===== src/rtl/ram_burst_ctrl.sv =====
// Burst master for a 32x32 single-port ram: turns start/base/len commands plus
// valid/ready streams into registered ram strobes, returning read words via a FIFO.
module ram_burst_ctrl #(
    parameter int AW = 5,
    parameter int DW = 32,
    parameter int FD = 4
) (
    input  logic          clk,
    input  logic          reset,
    input  logic          start,
    input  logic          mode,
    input  logic [AW-1:0] base_addr,
    input  logic [AW:0]   len,
    output logic          busy,
    output logic          done,
    input  logic [DW-1:0] wr_data,
    input  logic          wr_valid,
    output logic          wr_ready,
    output logic [DW-1:0] rd_data,
    output logic          rd_valid,
    input  logic          rd_ready,
    output logic          M_cen,
    output logic          M_wen,
    output logic [AW-1:0] M_addr,
    output logic [DW-1:0] M_din,
    input  logic [DW-1:0] M_dout
);

    localparam int PW = (FD > 1) ? $clog2(FD) : 1;
    localparam int CW = $clog2(FD + 1);

    typedef enum logic [2:0] {IDLE, WRITE, READ, DRAIN, DONE} state_t;

    state_t        state_q;
    logic [AW-1:0] cur_q;
    logic [AW:0]   rem_q;
    logic          cen_q, wen_q;
    logic [AW-1:0] addr_q;
    logic [DW-1:0] din_q;
    logic          rv1_q, rv2_q;
    logic [PW-1:0] wp_q, rp_q;
    logic [CW-1:0] cnt_q, cnt_d;
    logic [DW-1:0] fifo_q [FD];

    logic wr_hs, issue, push, pop, credit_ok;

    // Credit counts words already queued plus reads still in the 2-edge ram pipe.
    assign credit_ok = (int'(cnt_q) + int'(rv1_q) + int'(rv2_q)) < FD;
    assign issue     = (state_q == READ) && credit_ok;
    assign wr_hs     = (state_q == WRITE) && wr_valid;
    assign push      = rv2_q;
    assign pop       = rd_ready && (cnt_q != '0);

    always_comb begin
        cnt_d = cnt_q;
        case ({push, pop})
            2'b10:   cnt_d = cnt_q + CW'(1);
            2'b01:   cnt_d = cnt_q - CW'(1);
            default: cnt_d = cnt_q;
        endcase
    end

    always_ff @(posedge clk) begin
        if (push) fifo_q[wp_q] <= M_dout;
    end

    always_ff @(posedge clk or posedge reset) begin
        if (reset) begin
            state_q <= IDLE;
            cur_q   <= '0;
            rem_q   <= '0;
            cen_q   <= 1'b0;
            wen_q   <= 1'b0;
            addr_q  <= '0;
            din_q   <= '0;
            rv1_q   <= 1'b0;
            rv2_q   <= 1'b0;
            wp_q    <= '0;
            rp_q    <= '0;
            cnt_q   <= '0;
        end else begin
            cen_q <= 1'b0;
            wen_q <= 1'b0;
            rv1_q <= issue;
            rv2_q <= rv1_q;
            cnt_q <= cnt_d;
            if (push) wp_q <= (wp_q == PW'(FD - 1)) ? '0 : wp_q + PW'(1);
            if (pop)  rp_q <= (rp_q == PW'(FD - 1)) ? '0 : rp_q + PW'(1);

            case (state_q)
                IDLE: begin
                    if (start) begin
                        cur_q <= base_addr;
                        rem_q <= len;
                        if (len == '0)  state_q <= DONE;
                        else if (mode)  state_q <= WRITE;
                        else            state_q <= READ;
                    end
                end
                WRITE: begin
                    if (wr_hs) begin
                        cen_q  <= 1'b1;
                        wen_q  <= 1'b1;
                        addr_q <= cur_q;
                        din_q  <= wr_data;
                        cur_q  <= cur_q + AW'(1);
                        rem_q  <= rem_q - (AW+1)'(1);
                        if (rem_q == (AW+1)'(1)) state_q <= DONE;
                    end
                end
                READ: begin
                    if (issue) begin
                        cen_q  <= 1'b1;
                        addr_q <= cur_q;
                        cur_q  <= cur_q + AW'(1);
                        rem_q  <= rem_q - (AW+1)'(1);
                        if (rem_q == (AW+1)'(1)) state_q <= DRAIN;
                    end
                end
                DRAIN: begin
                    if (!rv1_q && !rv2_q && cnt_q == '0) state_q <= DONE;
                end
                DONE:    state_q <= IDLE;
                default: state_q <= IDLE;
            endcase
        end
    end

    assign busy     = (state_q != IDLE);
    assign done     = (state_q == DONE);
    assign wr_ready = (state_q == WRITE);
    assign M_cen    = cen_q;
    assign M_wen    = wen_q;
    assign M_addr   = addr_q;
    assign M_din    = din_q;
    assign rd_valid = (cnt_q != '0);
    assign rd_data  = rd_valid ? fifo_q[rp_q] : '0;

endmodule


===== config.mk =====
export PLATFORM = sky130hd
export DESIGN_NAME = ram_burst_ctrl
export DESIGN_NICKNAME = d
export VERILOG_FILES = /design/src/rtl/ram_burst_ctrl.sv
export SDC_FILE = /design/constraint.sdc
export NUM_CORES = 1
export LEC_CHECK = 0
export CORE_MARGIN = 1.5
export CORE_UTILIZATION = 40
export CTS_CLUSTER_DIAMETER = 80
export DETAILED_ROUTE_END_ITERATION = 8
export DONT_BUFFER_PORTS = 1
export PLACE_DENSITY_LB_ADDON = 0.05
export SETUP_SLACK_MARGIN = 0.05
export SLEW_MARGIN = 20
export SYNTH_ARGS = -nofsm -noshare
export SYNTH_HDL_FRONTEND = slang
export SYNTH_SLANG_ARGS = --single-unit

===== constraint.sdc =====
create_clock -name clk -period 2.75 [get_ports clk]
set_input_delay 0.55 -clock clk [delete_from_list [all_inputs] [get_ports clk]]
set_output_delay 0.55 -clock clk [all_outputs]
set_load 0.02 [all_outputs]

## Word level (Yosys, flattened, before mapping)

Memories as Yosys holds them, arrays and structs flattened.
Index checks and enable logic that the tools add are counted.

- Memory bits (writable): 128
- Register bits after elaboration: 62
- Memories: 1
- Output and inout port bits: 75

Memories:

| memory | depth | width | rd ports | clocked after memory_dff | write ports | RTL line | source |
|---|---|---|---|---|---|---|---|
| fifo_q | 4 | 32 | 1 | 0 | 1 | 43 | `logic [DW-1:0] fifo_q [FD];` |

- Multiplexer cells: 30
- Reductions and logical operators: 19
- Eq/ne operators: 15
- $add $sub $neg: 8
- $lt $le $gt $ge: 1

Operators by type and width:

| kind | number |
|---|---|
| two-way mux 32 bit | 1 |
| two-way mux 5 bit | 5 |
| two-way mux 3 bit | 7 |
| two-way mux 6 bit | 3 |
| case mux 6 bit (3 select lines) | 1 |
| case mux 5 bit (3 select lines) | 1 |
| case mux 3 bit (4 select lines) | 1 |
| case mux 5 bit (2 select lines) | 1 |
| nonzero test 3 bit | 3 |
| equality test 2 bit (second input constant) | 3 |
| equality test 3 x 2 -> 1 bit (second input constant) | 2 |
| equality test 6 x 1 -> 1 bit (second input constant) | 1 |
| logical NOT 3 bit | 2 |
| logical NOT 6 bit | 1 |
| two-way mux 2 bit | 3 |
| inequality test 2 x 1 -> 1 bit (second input constant) | 3 |
| inequality test 2 bit (second input constant) | 3 |
| case mux 3 bit (2 select lines) | 1 |
| AND reduction 6 bit | 1 |
| subtractor 6 x 1 -> 6 bit (second input constant) | 1 |
| adder 4 x 1 -> 5 bit | 1 |
| adder 5 x 1 -> 5 bit (second input constant) | 1 |
| logical AND 1 bit | 5 |
| < comparator 5 x 3 -> 1 bit (second input constant) | 1 |
| 14 further kinds | 21 |

## Longest topological paths before layout

- Word-level depth: 6
- Gate-level depth with buffers: 10
- Depth with buffers taken out: 9

## Worst setup path after synthesis

No wires, ideal clock.

- Kind: register to output
- Start point: reg rp_q[0]
- End point: out rd_data[13]
- Required time: 2200 ps
- Arrival: 1569 ps
- Buffers on the path: 2
- Stages on the path, launching flop included: 5
- Path slack: 631 ps
- Cells stage by stage: dfrtp_1 -> buf_2 -> buf_2 -> mux4_2 -> and2_1

- Word-level cells in the longest chain between the ends: 2

RTL lines:

| item | RTL line | source |
|---|---|---|
| from (decl) | 41 | `logic [PW-1:0] wp_q, rp_q;` |
| from (signal assigned) | 88 | `if (pop) rp_q <= (rp_q == PW'(FD - 1)) ? '0 : rp_q + PW'(1);` |
| memory (4 x 32 bit) | n/a |  |
| two-way mux 32 bit | 137 | `assign rd_data = rd_valid ? fifo_q[rp_q] : '0;` |
| to (decl) | 19 | `output logic [DW-1:0] rd_data,` |

Every way passes these cells.

## Worst setup path in the final report

- Start point: reg rp_q[1]
- End point: out rd_data[20]

Same word-level chain as after synthesis.

==> results.sh <==
export IMPL_status="completed"
export IMPL_diodes=0
export IMPL_r2r_slack_ns=0.65
export IMPL_antenna_left=0
export IMPL_grt_setup_unrepaired="false"
export IMPL_post_cts_buffers=0
export IMPL_slowest_stage="dfrtp_2"
export IMPL_final_common_cell="edfxtp_1"
export IMPL_multi_input_area_mm2=0.00220
export IMPL_overflow=0
export IMPL_synth_distinct_cells=47
export IMPL_pre_cts_slack_ns=0.592
export IMPL_required_ns=2.20
export IMPL_seqCellArea_mm2=0.00540
export IMPL_pwr_share_clk=0.221
export IMPL_min_path_type="input port to async pin"
export IMPL_drv_slew=0
export IMPL_synthArstFlopShare=0.326
export IMPL_path_cells="buf_4 > mux4_2 > and2_1"
export IMPL_area_growth_pct=12.1
export IMPL_clockBufferDepth=2
export IMPL_place_gp_congestion=0.832
export IMPL_ys_warn_count=0
export IMPL_place_inst=693
export IMPL_final_cell_mix="edfxtp_1 (128), dfrtp_1 (60), mux2_2 (38), mux4_2 (32), and2_1 (32)"
export IMPL_drv_cap=0
export IMPL_die_area_mm2=0.0203
export IMPL_internal_power_mw=6.70
export IMPL_worst_path_stages=3
export IMPL_endpoint_kind="primary output"
export IMPL_fillCellCount=1692
export IMPL_yosys_most_used_dff="edfxtp_1"
export IMPL_grt_pass1_wl_mm=22.5
export IMPL_vias=3772
export IMPL_drtPass1Iterations=4
export IMPL_synthCells=442
export IMPL_tightest_slew_ns=0.606
export IMPL_critPathMaxFanout=23
export IMPL_setup_ws_ns=0.209
export IMPL_rr_endpoint="M_addr[1]"
export IMPL_hold_buffers=0
export IMPL_r2r_cells=6
export IMPL_instances_no_fill=725
export IMPL_ys_ff_latch=190
export IMPL_die_y_um=143
export IMPL_switching_share=0.367
export IMPL_antenna_found_initial=0
export IMPL_portBuffers=0
export IMPL_sequentialPowerShare=0.444
export IMPL_seq_area_frac_synth=0.692
export IMPL_power_frac_comb=0.335
export IMPL_cp_arrival_ns=1.99
export IMPL_power_density_mw_per_mm2=1210
export IMPL_clkTransAtPathRegs_ns=0.07
export IMPL_dp_hpwl_mm=9.77
export IMPL_p_switching_mw=3.88
export IMPL_slew_headroom=0.596
export IMPL_cts_htree_levels=4
export IMPL_routed_wl_mm=14.7
export IMPL_viasPerCell=5.20
export IMPL_root_buffer="clkbuf_16"
export IMPL_cts_tree="done"
export IMPL_setup_tns_ns=0
export IMPL_grt_max_degree=39
export IMPL_cts_sinks=190
export IMPL_grt_pass1_vias=4087
export IMPL_period_needed_ns=2.54
export IMPL_crit_family="flip-flops"
export IMPL_hold_slack_ns=0.0615
export IMPL_numCtsBuffers=17
export IMPL_rows=50
export IMPL_rr_startpoint="push"
export IMPL_finalCritPeriodShare=0.924
export IMPL_io_pins=156
export IMPL_hold_violations=0
export IMPL_fin_util=0.462
export IMPL_worstSetupPathType="register to primary output"
export IMPL_cp_num_buf_inv=1
export IMPL_synthesis_area_mm2=0.00780
export IMPL_grt_total_usage=0.149
export IMPL_drtIter0Drc=183
export IMPL_vdd_drop_max_mv=0.620
export IMPL_cts_repair_resized=0
export IMPL_synth_edf_count=128
export IMPL_startpoint_type="register"
export IMPL_setup_violations=0
export IMPL_die_w_um=143
export IMPL_drc=0
export IMPL_clk_latency_ns=0.42
export IMPL_coreArea_mm2=0.0189
export IMPL_initial_core_util=0.413
export IMPL_syn_num_nets=534
export IMPL_avgRoutedWirePerCell_um=20.3
export IMPL_fmax_mhz=393
export IMPL_fin_nets=544
export IMPL_power_leakage_nw=3.13
export IMPL_cpPeakStageDelay_ns=0.76
export IMPL_avgSynthCellArea_um2=17.6
export IMPL_skew_ns=0.0107
export IMPL_drive_above_1_share=0.275
-- through the flow --
step | total power, mW | instance area, um^2
floorplan | 7.61 | 7800
global placement | 8.31 | 8170
detailed placement | 8.39 | 8170
CTS | 10.7 | 8740
global route | 11.2 | 8740
finish | 10.6 | 8740
-- synthesized netlist by cell type, types with 5 or more instances --
cell,count,area share
buf_2,5,0.0032
ha_1,10,0.016
mux2_2,38,0.055
o21ai_0,9,0.0058
o22ai_1,6,0.0048
nand2_1,7,0.0034
clkbuf_1,9,0.0043
a22oi_1,5,0.0048
edfxtp_1,128,0.49
mux2i_1,6,0.0077
mux4_2,32,0.092
a2bb2oi_1,9,0.010
a21oi_1,8,0.0051
and2_1,36,0.029
inv_1,18,0.0087
dfrtp_1,62,0.20
-- worst reg2reg max path: cells and delay by family, from the launching register on --
family,cells,cell delay (ns)
AND/OR/NAND/NOR,3,0.68
buffers and inverters,1,0.14
flip-flops,1,0.48
adder cells (fa/ha/maj),1,0.32
multiplexers,1,0.38
-- worst max path at each step --
stage / start / end / slack, ns
after floorplan: rp_q[0] / rd_data[13] / 0.63
after global placement: rp_q[1] / rd_data[10] / 0.61
after detailed placement: rp_q[1] / rd_data[7] / 0.59
after CTS: rp_q[1] / rd_data[7] / 0.13
after global routing: rp_q[1] / rd_data[19] / 0.1
final: rp_q[1] / rd_data[20] / 0.21
-- sequential cells by signal (all words and copies together), names as in the netlist --
signal / cells
M_din: 32
rem_q: 6
M_wen: 1
rv1_q: 1
cnt_q: 3
fifo_q: 128
push: 1
M_addr: 5
rp_q: 2
wp_q: 2
M_cen: 1
cur_q: 5
state_q: 3
-- cell families (layout without fill, tap and decap cells) --
logic type / Yosys count / in the layout / share of synthesized area
simple gates: 75 / 75 / 0.0594
mux: 77 / 77 / 0.156
xor+xnor: 4 / 4 / 0.00690
fa+ha+maj: 11 / 11 / 0.0186
compound gates: 44 / 44 / 0.0401
buf+inv: 41 / 64 / 0.0265
flops: 190 / 190 / 0.692
-- layout make-up --
class,instances,share of cell area
Clock buffer,22,0.0558
Tap cell,260,0.0372
Timing Repair Buffer,14,0.0206
Clock inverter,10,0.00902
Sequential cell,190,0.618
Multi-Input combinational cell,211,0.252
Inverter,18,0.00773
-- metal layers --
layer,vias up,GRT usage,wire length (um)
li1,1707,-,-
met5,-,0,0
met2,109,0.255,7600
met1,1942,0.174,5880
met4,0,0.0461,153
met3,14,0.0560,1070
-- power groups by stage --
stage	clock network (mW)	registers [mW]	logic [mW]
finish	2.34	4.69	3.54
floorplan	0	4.50	3.11
detailed placement	0	4.77	3.62
global placement	0	4.76	3.55
global route	2.52	4.79	3.86
CTS	2.41	4.71	3.63
No activity file was read; power rests on OpenSTA's default activity.
